`config.mk`:
```
export PLATFORM = sky130hd
export DESIGN_NAME = wb_commit_queue
export DESIGN_NICKNAME = d
export VERILOG_FILES = /design/src/rtl/cpu_pkg.sv /design/src/rtl/wb_lane_compact.sv /design/src/rtl/wb_commit_queue.sv
export SDC_FILE = /design/constraint.sdc
export NUM_CORES = 1
export LEC_CHECK = 0
export BUFFER_PORTS_ARGS = -buffer_cell sky130_fd_sc_hd__buf_2
export CORE_ASPECT_RATIO = 0.75
export CORE_UTILIZATION = 55
export DETAILED_ROUTE_END_ITERATION = 10
export PLACE_DENSITY = 0.76
export SLEW_MARGIN = 0
export SYNTH_ARGS = -nofsm -noshare
export SYNTH_HDL_FRONTEND = slang
export SYNTH_SLANG_ARGS = --single-unit
```
`constraint.sdc`:
```
create_clock -name clk -period 12.6 [get_ports clk]
set_input_delay 1.26 -clock clk [delete_from_list [all_inputs] [get_ports clk]]
set_output_delay 1.26 -clock clk [all_outputs]
set_load 0.005 [all_outputs]
```
`src/rtl/cpu_pkg.sv`:
```
// rtl/cpu_pkg.sv - shared writeback entry type, limits and pointer helper
//
// Purpose: types and constants shared by the writeback / commit-trace logic.
// Ports: none (package).

package cpu_pkg;

   // One retired instruction as it sits in the commit queue.
   typedef struct packed {
      logic [31:0] pc;
      logic [4:0]  wnum;
      logic [31:0] wdata;
   } wb_entry_t;

   localparam int         WB_LANES_MAX  = 4;
   localparam logic [3:0] TRACE_WEN_ALL = 4'b1111;

   // Circular-buffer pointer advance for depths that need not be a power
   // of two: a single conditional subtract, valid while k <= depth.
   function automatic int wrap_add(input int ptr, input int k, input int depth);
      int s;
      s = ptr + k;
      if (s >= depth) s = s - depth;
      return s;
   endfunction

endpackage

```
`src/rtl/wb_lane_compact.sv`:
```
// rtl/wb_lane_compact.sv - squeeze qualifying writeback lanes into a dense list
//
// Purpose: combinational compaction of LANES entries; qualifying lanes are
//          packed to slots 0,1,... in ascending lane order.
// Ports:
//   lane_entry   in   LANES entries, one per writeback lane
//   qualify      in   per-lane enqueue qualifier
//   packed_entry out  dense entries, slot j = j-th qualifying lane
//   push_cnt     out  number of qualifying lanes (0..LANES)

module wb_lane_compact
   import cpu_pkg::*;
#(
   parameter int LANES = 2
) (
   input  wb_entry_t [LANES-1:0]         lane_entry,
   input  logic      [LANES-1:0]         qualify,
   output wb_entry_t [LANES-1:0]         packed_entry,
   output logic      [$clog2(LANES+1)-1:0] push_cnt
);

   localparam int CNT_W = $clog2(LANES + 1);

   int cnt;

   always_comb begin
      packed_entry = '0;
      cnt          = 0;
      for (int i = 0; i < LANES; i++) begin
         if (qualify[i]) begin
            // Compare against every slot instead of indexing with cnt so the
            // select width never depends on the counter width.
            for (int j = 0; j < LANES; j++) begin
               if (j == cnt) packed_entry[j] = lane_entry[i];
            end
            cnt = cnt + 1;
         end
      end
      push_cnt = CNT_W'(cnt);
   end

endmodule

```
`src/rtl/wb_commit_queue.sv`:
```
// rtl/wb_commit_queue.sv - multi-lane writeback plus in-order commit-trace queue
//
// Purpose: drives the regfile write ports from the MEM/WB register and logs
//          accepted instructions into a circular queue that retires up to
//          DRAIN entries per cycle to the debug trace port.
// Ports:
//   clk, resetn            clock, synchronous active-low reset
//   in_valid/pc/wnum/wdata per-lane instruction from MEM/WB
//   in_ready               stage allowin (from registered count only)
//   rf_wen/waddr/wdata     regfile write ports
//   trace_ready            trace consumer accepts this cycle
//   debug_commit           per-slot retire valid
//   debug_wb_pc/rf_wen/rf_wnum/rf_wdata  retired instruction fields
//   occupancy              current queue entry count

module wb_commit_queue
   import cpu_pkg::*;
#(
   parameter int LANES   = 2,
   parameter int DEPTH   = 8,
   parameter int DRAIN   = 1,
   parameter int LOG_ALL = 1
) (
   input  logic                         clk,
   input  logic                         resetn,
   input  logic [LANES-1:0]             in_valid,
   input  logic [LANES*32-1:0]          in_pc,
   input  logic [LANES*5-1:0]           in_wnum,
   input  logic [LANES*32-1:0]          in_wdata,
   output logic                         in_ready,
   output logic [LANES-1:0]             rf_wen,
   output logic [LANES*5-1:0]           rf_waddr,
   output logic [LANES*32-1:0]          rf_wdata,
   input  logic                         trace_ready,
   output logic [DRAIN-1:0]             debug_commit,
   output logic [DRAIN*32-1:0]          debug_wb_pc,
   output logic [DRAIN*4-1:0]           debug_wb_rf_wen,
   output logic [DRAIN*5-1:0]           debug_wb_rf_wnum,
   output logic [DRAIN*32-1:0]          debug_wb_rf_wdata,
   output logic [$clog2(DEPTH+1)-1:0]   occupancy
);

   localparam int CW = $clog2(DEPTH + 1);
   localparam int PW = $clog2(DEPTH);
   localparam int LW = $clog2(LANES + 1);

   if (LANES < 1 || LANES > WB_LANES_MAX) begin : g_lanes_range
      $error("wb_commit_queue: LANES out of range");
   end

   wb_entry_t            mem [DEPTH];
   logic [PW-1:0]        head;
   logic [PW-1:0]        tail;
   logic [CW-1:0]        count;
   logic [31:0]          last_pc [DRAIN];

   wb_entry_t [LANES-1:0] lane_entry;
   wb_entry_t [LANES-1:0] packed_entry;
   logic      [LANES-1:0] qualify;
   logic      [LW-1:0]    push_cnt;
   int                    push_n;
   int                    pop_n;
   wb_entry_t             slot_entry [DRAIN];
   logic      [DRAIN-1:0] slot_commit;

   // Accept whenever a full group of LANES entries is guaranteed to fit.
   assign in_ready  = (count <= CW'(DEPTH - LANES));
   assign rf_waddr  = in_wnum;
   assign rf_wdata  = in_wdata;
   assign occupancy = count;

   always_comb begin
      lane_entry = '0;
      qualify    = '0;
      rf_wen     = '0;
      for (int i = 0; i < LANES; i++) begin
         lane_entry[i].pc    = in_pc[i*32 +: 32];
         lane_entry[i].wnum  = in_wnum[i*5 +: 5];
         lane_entry[i].wdata = in_wdata[i*32 +: 32];
         qualify[i] = in_valid[i] & ((LOG_ALL != 0) | (in_wnum[i*5 +: 5] != 5'd0));
         rf_wen[i]  = in_valid[i] & (in_wnum[i*5 +: 5] != 5'd0) & in_ready;
      end
   end

   wb_lane_compact #(.LANES(LANES)) u_compact (
      .lane_entry   (lane_entry),
      .qualify      (qualify),
      .packed_entry (packed_entry),
      .push_cnt     (push_cnt)
   );

   // Pop looks only at count from the cycle start, so a freshly accepted
   // entry can never bypass straight to the trace port.
   always_comb begin
      push_n = in_ready ? int'(push_cnt) : 0;
      pop_n  = 0;
      if (resetn && trace_ready) pop_n = (int'(count) < DRAIN) ? int'(count) : DRAIN;
      for (int k = 0; k < DRAIN; k++) begin
         slot_entry[k]  = mem[PW'(wrap_add(int'(head), k, DEPTH))];
         slot_commit[k] = (k < pop_n);
      end
   end

   always_comb begin
      debug_commit      = slot_commit;
      debug_wb_pc       = '0;
      debug_wb_rf_wen   = '0;
      debug_wb_rf_wnum  = '0;
      debug_wb_rf_wdata = '0;
      for (int k = 0; k < DRAIN; k++) begin
         if (slot_commit[k]) begin
            debug_wb_pc[k*32 +: 32]       = slot_entry[k].pc;
            debug_wb_rf_wen[k*4 +: 4]     = (slot_entry[k].wnum != 5'd0) ? TRACE_WEN_ALL : 4'h0;
            debug_wb_rf_wnum[k*5 +: 5]    = slot_entry[k].wnum;
            debug_wb_rf_wdata[k*32 +: 32] = slot_entry[k].wdata;
         end else if (resetn) begin
            // An idle slot keeps showing the last PC it retired.
            debug_wb_pc[k*32 +: 32] = last_pc[k];
         end
      end
   end

   always_ff @(posedge clk) begin
      if (!resetn) begin
         head  <= '0;
         tail  <= '0;
         count <= '0;
         for (int i = 0; i < DEPTH; i++) mem[i] <= '0;
         for (int k = 0; k < DRAIN; k++) last_pc[k] <= '0;
      end else begin
         for (int k = 0; k < LANES; k++) begin
            if (k < push_n) mem[PW'(wrap_add(int'(tail), k, DEPTH))] <= packed_entry[k];
         end
         tail  <= PW'(wrap_add(int'(tail), push_n, DEPTH));
         head  <= PW'(wrap_add(int'(head), pop_n, DEPTH));
         count <= CW'(int'(count) + push_n - pop_n);
         for (int k = 0; k < DRAIN; k++) begin
            if (slot_commit[k]) last_pc[k] <= slot_entry[k].pc;
         end
      end
   end

   a_count_bound: assert property (@(posedge clk) disable iff (!resetn)
      (int'(count) <= DEPTH) && (pop_n <= int'(count)) &&
      (int'(count) + push_n - pop_n <= DEPTH));

endmodule

```
==> reports/qor.txt <==
Vias in the first global route: 20.07k
FP Rows: 73
WS Path Type: flip-flop to output port
DP HPWL: 45240 um
Reg-to-reg endpoint: mem[4][12]
Die X: 271.0 um
Worst-margin pin slew: 1.174 ns
Syn nets: 2143
Finished Cell Area: 32830 um^2
Synth cell types: 48
Vias per cell: 7.101
Worst setup path end: debug_wb_pc[31]
Die Ht: 203.8 um
Routed len/inst: 30.97 um
Grt total ovfl: 0
CTS Hold Bufs: 0
R2r worst-path depth: 10
Post-DP Area: 31010 um^2
Ys async rst share: 0%
CTS Buf Count: 57
Top cells by area, synth: edfxtp_1, o2bb2ai_1, mux4_2
Synthesis warning total: 0
FILL cells: 3930
Crit start category: flip-flop
Mapped Cells: 1985
Final setup viols: 0
Mapped Area: 29850 um^2
CORE AREA: 53250 um^2
#FFs+latches synth: 594
Largest net degree at the start of global routing: 68
Final core occ: 61.64%
Hold/Removal Path Class: flip-flop to flip-flop
Ratio of cells with drive above 1 in the final layout: 28.15%
DIE AREA: 55220 um^2
Post-synth top cells: edfxtp_1, o2bb2ai_1, mux4_2, clkbuf_1, buf_4
Pwr Density: 166.9 nW/um^2
Critical path startpoint: head[0]
Post-route minimum period: 5.416 ns
Starting density of the core: 56.06%
Final clock skew: 0.007608 ns
Max cap viols: 0
GRT Util Overall: 31.63%
Status: completed
Mean Syn Cell Area: 15.04 um^2
Endpoints failing hold: 0
Worst EP required: 11.34 ns
Worst vdd ir: 0.1130 mV
DRC: 0
Total Routed Length: 87050 um
Top-count cell post-synth: edfxtp_1
Setup TNS: 0 ns
Synth Flop Type: edfxtp_1
Final Max Slew Viols: 0
CTS tree: built
First-pass GRT wire length: 128900 um
Final antenna-violating net count: 0
Fmax: 0.1846 GHz
Seq/Total Area, Yosys: 59.42%
IO Count: 298
Tcrit/Tclk final: 42.98%
Setup slack, reg-to-reg: 8.30 ns
Placer Congestion: 0.8602
DR vias: 19.96k
Clk sinks: 594
Synth top area share: 58.75%
Area Growth Syn to Fin: 9.963%
Post-CTS Setup Bufs: 0
CP endpoint kind: output port
Initial antenna violation count: 4
Tightest hold margin: 0.7630 ns
CTS root buf: clkbuf_16
DRT iter0 DRCs: 2637
Port Buffers: 297
CTS Buffer Depth: 3
WP data arrival: 4.16 ns
Reg2reg start: occupancy[3]
Leakage: 11.07 nW
Skew-Pair Late Insertion Delay: 0.63 ns
Yosys top cell by area: edfxtp_1
Post-cts sizing count: 0
Final net count: 2211
Clk pin slew, worst setup/hold paths: 0.06 ns
EDFF count, synth: 584
Crit Path Max Fanout: 49
CTS H-Tree Depth: 2
First drt pass iteration count: 5
RSZ-0062 raised after global routing: no
Max transition margin: 21.73%
-- report_power, final --
part	internal, W	switching [W]
sequential	0.00246	0.000120
combinational	0.000473	0.000714
clock	0.000951	0.000760
total	0.00388	0.00159
-- per-layer routing --
| layer | share of wire, % | track usage (%) |
|---|---|---|
| met1 | 38 | 43.36 |
| met2 | 48 | 51.09 |
| met3 | 12 | 6.747 |
| met4 | 2.5 | 9.504 |
| met5 | 0.014 | 0 |
-- state kept, by name, summed over array words and instances, names as in the netlist --
signal / flops
head: 3
occupancy: 4
tail: 3
last_pc: 32
mem: 552
-- how the worst min path moves through the flow --
stage                 start  endpoint  slack (ns)  depth (start not counted)
4_1_cts        occupancy[2]   head[2]        0.76                          3
3_3_place_gp   occupancy[2]   head[2]        0.75                          3
6_report       occupancy[2]   head[2]        0.76                          3
5_1_grt        occupancy[2]   head[2]        0.82                          3
2_1_floorplan       head[0]   head[0]        0.59                          2
3_5_place_dp   occupancy[2]   head[2]        0.76                          3
-- kinds of logic (layout without fill, tap and decap cells) --
| logic type | Yosys count | count (layout) | synth area share, % |
|---|---|---|---|
| and+or+nand+nor | 172 | 172 | 2.829 |
| AOI/OAI and AO/OA | 644 | 644 | 18.43 |
| buffers and inverters | 346 | 457 | 5.667 |
| muxes | 207 | 207 | 12.73 |
| DFF | 594 | 594 | 59.42 |
| other | 0 | 3 | 0 |
| adders and majority gates | 15 | 15 | 0.7293 |
| xor gates and xnor gates | 7 | 7 | 0.2054 |
-- layout make-up --
class	count	area, um^2	share of cell area (%)
antenna	3	7.507	0.02287
clock buffer	67	1464	4.460
clock inverter	35	342.8	1.044
inverter	14	52.55	0.1601
multi-input combinational	1045	10500	31.99
sequential	594	17750	54.07
tap	712	890.9	2.714
timing repair buffer	341	1819	5.542
-- critical path, cell delays in order (launching register included) --
cell,delay (ns)
dfxtp_4,0.97
buf_4,0.94
mux4_2,0.62
mux2i_1,0.45
a21oi_1,0.14
a21o_1,0.19
buf_2,0.12
-- stage by stage --
| stage | std cells | power [W] | setup slack (ns) |
|---|---|---|---|
| finish | 2811 | 0.005477 | 7.184 |
| global route | 2809 | 0.005658 | 6.998 |
| CTS | 2808 | 0.005472 | 7.162 |
| detailed placement | 2706 | 0.003796 | 7.492 |
| global placement | 2706 | 0.003759 | 7.578 |
| floorplan | 1985 | 0.003402 | 1.911 |
-- placed cells by master (no fill, tap or decap), types with 3 or more instances in the layout --
master | Yosys | final
a21oi_1 | 33 | 33
mux4_2 | 138 | 138
o2bb2ai_1 | 552 | 552
dfxtp_4 | 0 | 3
ha_1 | 11 | 11
clkinv_2 | 0 | 12
bufinv_16 | 0 | 6
xor2_1 | 5 | 5
diode_2 | 0 | 3
buf_2 | 52 | 296
nand2_1 | 75 | 75
mux2i_1 | 69 | 69
fa_1 | 4 | 4
and2_1 | 13 | 12
o211ai_1 | 6 | 6
nand3_1 | 12 | 12
inv_1 | 12 | 11
dfxtp_1 | 10 | 7
a21o_1 | 33 | 33
a22oi_2 | 8 | 8
nor2_1 | 44 | 44
nor3_4 | 1 | 3
edfxtp_1 | 584 | 584
clkbuf_1 | 118 | 10
clkinv_1 | 2 | 15
and4_4 | 0 | 4
clkbuf_16 | 0 | 57
and3_1 | 6 | 3
buf_4 | 85 | 45
(Power assumes the default switching activity.)
